<file path="config.mk">
export PLATFORM = sky130hd
export DESIGN_NAME = adrv9001_tx_framer
export DESIGN_NICKNAME = d
export VERILOG_FILES = /design/src/rtl/adrv9001_tx_framer.sv
export SDC_FILE = /design/constraint.sdc
export NUM_CORES = 1
export LEC_CHECK = 0
export ABC_AREA = 0
export BUFFER_PORTS_ARGS = -buffer_cell sky130_fd_sc_hd__buf_2
export CORE_UTILIZATION = 29
export CTS_CLUSTER_DIAMETER = 200
export DETAILED_ROUTE_END_ITERATION = 10
export MAX_ROUTING_LAYER = met4
export PLACE_DENSITY_LB_ADDON = 0.3
export SETUP_SLACK_MARGIN = 0.15
export SYNTH_ARGS = -nofsm -noshare
export SYNTH_HDL_FRONTEND = slang
export SYNTH_SLANG_ARGS = --single-unit
</file>
<file path="constraint.sdc">
create_clock -name clk -period 4.2 [get_ports clk]
set_input_delay 1.26 -clock clk [delete_from_list [all_inputs] [get_ports clk]]
set_output_delay 1.26 -clock clk [all_outputs]
set_load 0.1 [all_outputs]
</file>
<file path="src/rtl/adrv9001_tx_framer.sv">
// Transmit framer for one ADRV9001 LVDS SSI channel: splits 16-bit I/Q samples
// into high/low byte words per lane with a strobe pulse on each sample's MSB.
module adrv9001_tx_framer #(
    parameter bit SWAP_DIFF = 1'b0
) (
    input  logic        clk,
    input  logic        rst,
    input  logic        enable,
    input  logic [15:0] s_i,
    input  logic [15:0] s_q,
    input  logic        s_valid,
    output logic        s_ready,
    output logic [7:0]  tx_i,
    output logic [7:0]  tx_q,
    output logic [7:0]  tx_strb,
    output logic        busy,
    output logic [15:0] underflow_cnt,
    input  logic        underflow_clr
);

    typedef enum logic [1:0] {
        IDLE = 2'd0,
        HI   = 2'd1,
        LO   = 2'd2
    } state_t;

    localparam logic [7:0] INV = {8{SWAP_DIFF}};

    state_t      state_q, state_d;
    logic [15:0] hold_i_q, hold_i_d;
    logic [15:0] hold_q_q, hold_q_d;
    logic        hold_valid_q, hold_valid_d;
    logic [15:0] sh_i_q, sh_i_d;
    logic [15:0] sh_q_q, sh_q_d;
    logic [15:0] underflow_cnt_q, underflow_cnt_d;
    logic        load;
    logic        underflow;
    logic        accept;

    assign s_ready = enable & ~hold_valid_q & ~rst;
    assign accept  = s_valid & s_ready;

    always_comb begin
        state_d         = state_q;
        hold_i_d        = hold_i_q;
        hold_q_d        = hold_q_q;
        hold_valid_d    = hold_valid_q;
        sh_i_d          = sh_i_q;
        sh_q_d          = sh_q_q;
        underflow_cnt_d = underflow_cnt_q;
        load            = 1'b0;
        underflow       = 1'b0;

        case (state_q)
            IDLE: begin
                if (enable && hold_valid_q) begin
                    load    = 1'b1;
                    state_d = HI;
                end
            end
            HI: state_d = LO;
            LO: begin
                if (enable && hold_valid_q) begin
                    load    = 1'b1;
                    state_d = HI;
                end else begin
                    underflow = enable;
                    state_d   = IDLE;
                end
            end
            default: state_d = IDLE;
        endcase

        // accept and load are exclusive: accept needs an empty hold, load a full one
        if (accept) begin
            hold_i_d     = s_i;
            hold_q_d     = s_q;
            hold_valid_d = 1'b1;
        end
        if (load) begin
            sh_i_d       = hold_i_q;
            sh_q_d       = hold_q_q;
            hold_valid_d = 1'b0;
        end

        if (underflow_clr) begin
            underflow_cnt_d = 16'h0000;
        end else if (underflow && (underflow_cnt_q != 16'hFFFF)) begin
            underflow_cnt_d = underflow_cnt_q + 16'd1;
        end
    end

    always_ff @(posedge clk or posedge rst) begin
        if (rst) begin
            state_q         <= IDLE;
            hold_i_q        <= 16'h0000;
            hold_q_q        <= 16'h0000;
            hold_valid_q    <= 1'b0;
            sh_i_q          <= 16'h0000;
            sh_q_q          <= 16'h0000;
            underflow_cnt_q <= 16'h0000;
        end else begin
            state_q         <= state_d;
            hold_i_q        <= hold_i_d;
            hold_q_q        <= hold_q_d;
            hold_valid_q    <= hold_valid_d;
            sh_i_q          <= sh_i_d;
            sh_q_q          <= sh_q_d;
            underflow_cnt_q <= underflow_cnt_d;
        end
    end

    // Lane words decode straight from state so async reset shows idle fill at once
    always_comb begin
        tx_i    = INV;
        tx_q    = INV;
        tx_strb = INV;
        case (state_q)
            HI: begin
                tx_i    = sh_i_q[15:8] ^ INV;
                tx_q    = sh_q_q[15:8] ^ INV;
                tx_strb = 8'h80 ^ INV;
            end
            LO: begin
                tx_i    = sh_i_q[7:0] ^ INV;
                tx_q    = sh_q_q[7:0] ^ INV;
                tx_strb = 8'h00 ^ INV;
            end
            default: ;
        endcase
    end

    assign busy          = (state_q != IDLE);
    assign underflow_cnt = underflow_cnt_q;

endmodule

</file>
==> results.tsv, run 1 <==
stage	metric	value	unit
synthesis	synth-seq-area-share	54.7	%
synthesis	synth_cell_types	40	
synthesis	synth.area.top_cells	dfrtp_1 (55%), mux2_2 (19%), a22oi_1 (3.2%)	
synthesis	synth_edf_count	0	
sta	post-route-min-period	3.75	ns
synthesis	synth_top_area_cell	dfrtp_1	
drt	viasPerCell	4.83	
cts	hold_buffers	0	
cts	cts_tree	done	
min_path	min_path_type	flip-flop to flip-flop	
global_route	globalRouteOverflowTotal	0	
placed_design	place_inst	533	
power_and_ir_drop	leakage	2.06	nW
placed_design	port_buffers	71	
sta	setup_viol	0	
cts	clock-root-buffer	clkbuf_16	
drt	drt-initial-drc-count	140	
critical_path	end_kind	output port	
placed_design	hpwl	5550	um
critical_path	cp.required	2.94	ns
sta	hold_viol_final	0	
floorplanning	ios	79	
synthesis	synthArstFlopShare	100	%
drt	ant_nets	0	
drt	wl_per_cell	15.0	um
cts	cts-buffers-inserted	9	
finish	area_growth	23.4	%
floorplanning	die_y	116	um
placed_design	placed_cell_area	0.00440	mm^2
cts	clkSinkCount	83	
global_route	grt_usage	13.8	%
floorplanning	coreArea	0.0127	mm^2
floorplanning	rows	41	
critical_path	rr_startpoint	state_q[0]	
drt	dr.pass1.iters	4	
placed_design	gp_congestion	0.839	
drt	num_vias	2649	
cts	clockBufferDepth	2	
power_and_ir_drop	power.share.switching	37.9	%
synthesis	synth_warnings	0	
job	maxCapViolations	0	
cts	htree_levels	3	
power_and_ir_drop	ir_drop	422	uV
power_and_ir_drop	pwr-share-comb	39.5	%
cts	path_clk_slew	0.06	ns
sta	clock.fmax	0.267	GHz
synthesis	synth_top_area_share	54.7	%
cts	clk-insertion-delay-late	0.33	ns
sta	setup_ws	0.453	ns
synthesis	synth_flop_cell	dfrtp_1	
power_and_ir_drop	powerDensity	724	mW/mm^2
synthesis	syn_area_per_cell	12.6	um^2
sta	tightest_slew	0.885	ns
finish	final_cells	549	
floorplanning	die_w	116	um
sta	fin_tns_setup	0	ns
placed_design	place_ws	0.778	ns
critical_path	crit_path_start_kind	flip-flop	
sta	relSlewSlack	41.0	%
power_and_ir_drop	p_int	2.11	mW
critical_path	arrival	2.49	ns
drt	totalWireLength	8260	um
sta	rsz0062_at_grt	false	
global_route	grt_pass1_wl	13600	um
drt	drc	0	
critical_path	cp-startpoint	state_q[0]	
run_status	status	finished clean	
finish	stdcell_area	0.00468	mm^2
power_and_ir_drop	p_seq_share	38.5	%
cts	postCtsSetupBuffers	0	
global_route	grt_max_degree	38	
power_and_ir_drop	switchingPower	1.29	mW
synthesis	ys_ff_latch	83	
synthesis	syn_inst	301	
floorplanning	die_area	0.0136	mm^2
critical_path	crit_type	flip-flop to output port	
cts	post_cts_resized	0	
sta	skew	0.00234	ns
sta	period_share	89.2	%
sta	maxSlewViolCount	0	
finish	fin_nets	415	
min_path	min-delay-start	hold_i_q[14]	
global_route	antenna_found_initial	1	
critical_path	critPathMaxFanout	19	
floorplanning	start_util	30.0	%
synthesis	synth_area	0.00380	mm^2
finish	layout-drive-gt1-share	47.9	%
global_route	first_global_vias	2603	
power_and_ir_drop	clkPwrFrac	22.0	%
-- metal layers --
layer  global-route usage [%]  vias to the layer above  routed length [um]
li1                         -                     1233                   -
met5                        -                        -                   0
met1                     17.6                     1339                3850
met3                     4.83                       10                 537
met4                     4.79                        0                  97
met2                     20.3                       67                3780
-- cells by family after synthesis --
| family | after synthesis | share of synthesized area [%] |
|---|---|---|
| flip-flops | 83 | 54.7 |
| AND/OR/NAND/NOR | 70 | 11.6 |
| other | 1 | 0.0988 |
| adder cells (fa/ha/maj) | 6 | 1.98 |
| AO/OA/AOI/OAI | 48 | 8.34 |
| multiplexers | 66 | 19.5 |
| buffers and inverters | 27 | 3.76 |
-- flip-flops by register name, indices dropped and copies added, names as in the netlist --
name,cells
sh_q_q,16
underflow_cnt,16
hold_q_q,16
state_q,2
hold_valid_q,1
hold_i_q,16
sh_i_q,16
-- worst paths after layout --
path | end | slack [ns] | depth (start not counted)
worst max register to register | underflow_cnt[12] | 1.54 | 6
max in group asynchronous | hold_i_q[5] | 2.54 | 3
worst max-delay path | tx_i[5] | 0.45 | 5
worst min register to register | hold_i_q[14] | 0.50 | 1
min in group asynchronous | underflow_cnt[6] | 0.88 | 2
worst min-delay path | hold_i_q[14] | 0.50 | 1
-- cells in the mapped netlist (2+ instances only) --
library cell and instances:
a211oi_1 2, nor2_1 5, a21oi_1 12, ha_1 6, o31ai_1 6, nor4_1 3, o21ai_0 7, nor2b_1 17
or3_1 4, dfrtp_1 83, nand2b_1 5, nand3_1 5, clkbuf_1 5, mux2_2 65, nand4_1 6, inv_1 5
a22oi_1 16, buf_2 8, or4_1 5, nand2_1 8, nor3_1 2, buf_4 8
-- power by group through the flow --
stage	sequential (mW)	clock, mW	combinational [mW]
after floorplan	1.27	0	1.16
final	1.31	0.745	1.34
after detailed placement	1.32	0	1.36
after global placement	1.32	0	1.33
after CTS	1.31	0.777	1.37
after global routing	1.35	0.806	1.43
-- metrics by stage --
| stage | utilization [%] | hold slack (ns) | total power [mW] |
|---|---|---|---|
| after global placement | 34.7 | 0.487 | 2.65 |
| final | 37.0 | 0.500 | 3.39 |
| after floorplan | - | 0.477 | 2.43 |
| after detailed placement | 34.7 | 0.488 | 2.68 |
| after CTS | 36.9 | 0.505 | 3.45 |
| after global routing | 37.0 | 0.513 | 3.59 |
-- final cells by class --
cell class	count	area, um^2
diodes	1	2.50
clock buffers	13	270
clock inverters	2	10.0
fillers	1281	7990
inverters	5	20.0
multi-input cells	197	1700
flip-flops and latches	83	2080
well taps	172	215
repair buffers	76	393
-- critical path, cell delays in order (launching register included) --
cell and delay (ns):
dfrtp_1 0.43, inv_1 0.11, ha_1 0.75, a22oi_1 0.28, nor2b_4 0.15, buf_2 0.42
-- placed cells by master (no fill, tap or decap), types with 6 or more instances in the layout --
cell type	synthesis	routed
a21oi_1	12	12
a22oi_1	16	16
buf_2	8	71
clkbuf_16	0	9
conb_1	1	7
dfrtp_1	83	83
ha_1	6	6
mux2_2	65	65
nand2_1	8	8
nand4_1	6	6
nor2b_2	0	6
nor2b_4	0	10
o21ai_0	7	7
o31ai_1	6	6
Note: power is estimated with default switching activity, not from simulation.
==> inputs of run 2 (changes only) <==
--- a/config.mk
+++ b/config.mk
@@ -7,6 +7,7 @@
 export LEC_CHECK = 0
 export ABC_AREA = 0
 export BUFFER_PORTS_ARGS = -buffer_cell sky130_fd_sc_hd__buf_2
+export CORE_ASPECT_RATIO = 0.9
 export CORE_UTILIZATION = 29
 export CTS_CLUSTER_DIAMETER = 200
 export DETAILED_ROUTE_END_ITERATION = 10
==> results.tsv, run 2 (synthesis gave the netlist of run 1 again) <==
stage	metric	value	unit
finish	fin_nets	416	
placed_design	port_buffers	71	
sta	setup_viol	0	
cts	cts-buffers-inserted	9	
global_route	grt_usage	13.6	%
critical_path	cpPeakStageDelay	0.75	ns
critical_path	crit_path_start_kind	flip-flop	
sta	post-route-min-period	3.73	ns
drt	wl_met1	3660	um
critical_path	cp.required	2.94	ns
floorplanning	die_w	123	um
finish	final_cell_mix	dfrtp_1 (83), buf_2 (71), mux2_2 (65)	
critical_path	endpoint	tx_q[4]	
cts	clockBufferDepth	2	
floorplanning	rows	39	
sta	setup_ws	0.468	ns
cts	clk-insertion-delay-late	0.34	ns
finish	layout-drive-gt1-share	47.9	%
drt	ant_nets	0	
floorplanning	ios	79	
global_route	grt_max_degree	37	
min_path	min_path_type	flip-flop to flip-flop	
cts	clkSinkCount	83	
finish	layout.cells.most_common	dfrtp_1	
power_and_ir_drop	leakage	2.06	nW
floorplanning	start_util	29.8	%
sta	tightest_slew	0.902	ns
placed_design	hpwl	5520	um
sta	skew	0.00492	ns
sta	maxSlewViolCount	0	
sta	rsz0062_at_grt	false	
drt	wl_per_cell	15.3	um
global_route	first_global_vias	2689	
critical_path	cp.depth	5	
placed_design	gp_congestion	0.778	
cts	htree_levels	3	
critical_path	rr_worst_depth	6	
finish	fillers	1254	
floorplanning	die_y	111	um
finish	multi_input_area	0.00169	mm^2
critical_path	cp-startpoint	state_q[0]	
global_route	grt_pass1_wl	13600	um
critical_path	worstPathCellList	inv_1 > ha_1 > a22oi_1 > nor2b_4 > buf_2	
drt	dr.pass1.iters	4	
sta	hold_viol_final	0	
critical_path	ff2ff_setup_slack	1.53	ns
drt	totalWireLength	8310	um
sta	clock.fmax	0.268	GHz
cts	path_clk_slew	0.06	ns
cts	post_cts_resized	0	
placed_design	place_ws	0.800	ns
job	maxCapViolations	0	
cts	clock-root-buffer	clkbuf_16	
critical_path	rr_startpoint	state_q[0]	
critical_path	end_kind	output port	
cts	postCtsSetupBuffers	0	
sta	relSlewSlack	39.8	%
cts	cts_tree	done	
global_route	globalRouteOverflowTotal	0	
finish	area_growth	23.2	%
placed_design	place_inst	526	
critical_path	crit_type	flip-flop to output port	
drt	drc	0	
drt	drt-initial-drc-count	119	
floorplanning	coreArea	0.0127	mm^2
critical_path	critPathSlowestCell	ha_1	
critical_path	path_delay_family	adder cells	
drt	met3_length	482	um
finish	diodes	0	
cts	hold_buffers	0	
critical_path	crit_buf_inv	2	
drt	viasPerCell	4.96	
global_route	antenna_found_initial	0	
critical_path	r2r-end	underflow_cnt[9]	
sta	fin_tns_setup	0	ns
floorplanning	die_area	0.0136	mm^2
critical_path	critPathMaxFanout	19	
run_status	status	finished clean	
finish	regArea	0.00208	mm^2
power_and_ir_drop	ir_drop	376	uV
drt	highest_layer	met4	
sta	period_share	88.9	%
power_and_ir_drop	powerDensity	725	mW/mm^2
critical_path	arrival	2.47	ns
drt	num_vias	2691	
drt	met2WireLength	4070	um
finish	final_cells	542	
run 2: cell types whose count changed in the layout (fill, tap and decap cells not counted):
cell        previous run  this run
clkbuf_8               3         1
buf_4                  5         6
clkinvlp_4             0         1
diode_2                1         0
and2_2                 1         0
and2_1                 0         1
clkinv_2               3         2
clkinv_4               0         3
run 2: worst min path at each step:
stage                 startpoint            to  cells after the start
floorplan           hold_i_q[12]  hold_i_q[12]                      1
global placement     hold_q_q[7]     sh_q_q[7]                      1
detailed placement  hold_q_q[12]    sh_q_q[12]                      1
CTS                 hold_q_q[12]    sh_q_q[12]                      1
global route        hold_i_q[12]  hold_i_q[12]                      1
finish              hold_q_q[12]    sh_q_q[12]                      1
run 2: report_power, final:
part           internal, mW  total (mW)  switching [mW]
clock network         0.419       0.741           0.322
registers              1.13        1.31           0.176
logic                 0.529        1.34           0.813
run 2: metrics by stage:
step / hold slack (ns) / cell area [um^2] / utilization (%) / power [mW]
floorplan: 0.477 / 3910 / - / 2.43
global placement: 0.486 / 4400 / 34.5 / 2.65
detailed placement: 0.491 / 4400 / 34.5 / 2.68
CTS: 0.506 / 4680 / 36.7 / 3.44
global route: 0.521 / 4680 / 36.7 / 3.59
finish: 0.501 / 4680 / 36.7 / 3.39
run 2: worst reg2reg max path, cell delays in order, from the launching register on:
cell and delay, ns:
dfrtp_1 0.43, inv_1 0.10, ha_1 0.75, and3b_1 0.41
nand3_1 0.23, or4_1 0.52, a21oi_1 0.16
run 2: metal layers:
layer	vias up	global-route usage (%)
li1	1231	-
met1	1373	16.3
met2	80	21.3
met3	7	4.44
met4	0	4.31
met5	-	-
run 2: final cells by class:
| class | count | share of cell area (%) |
|---|---|---|
| tap | 164 | 4.39 |
| sequential | 83 | 44.4 |
| inverter | 5 | 0.428 |
| timing repair buffer | 77 | 8.56 |
| clock inverter | 5 | 0.829 |
| multi-input combinational | 197 | 36.2 |
| clock buffer | 11 | 5.19 |
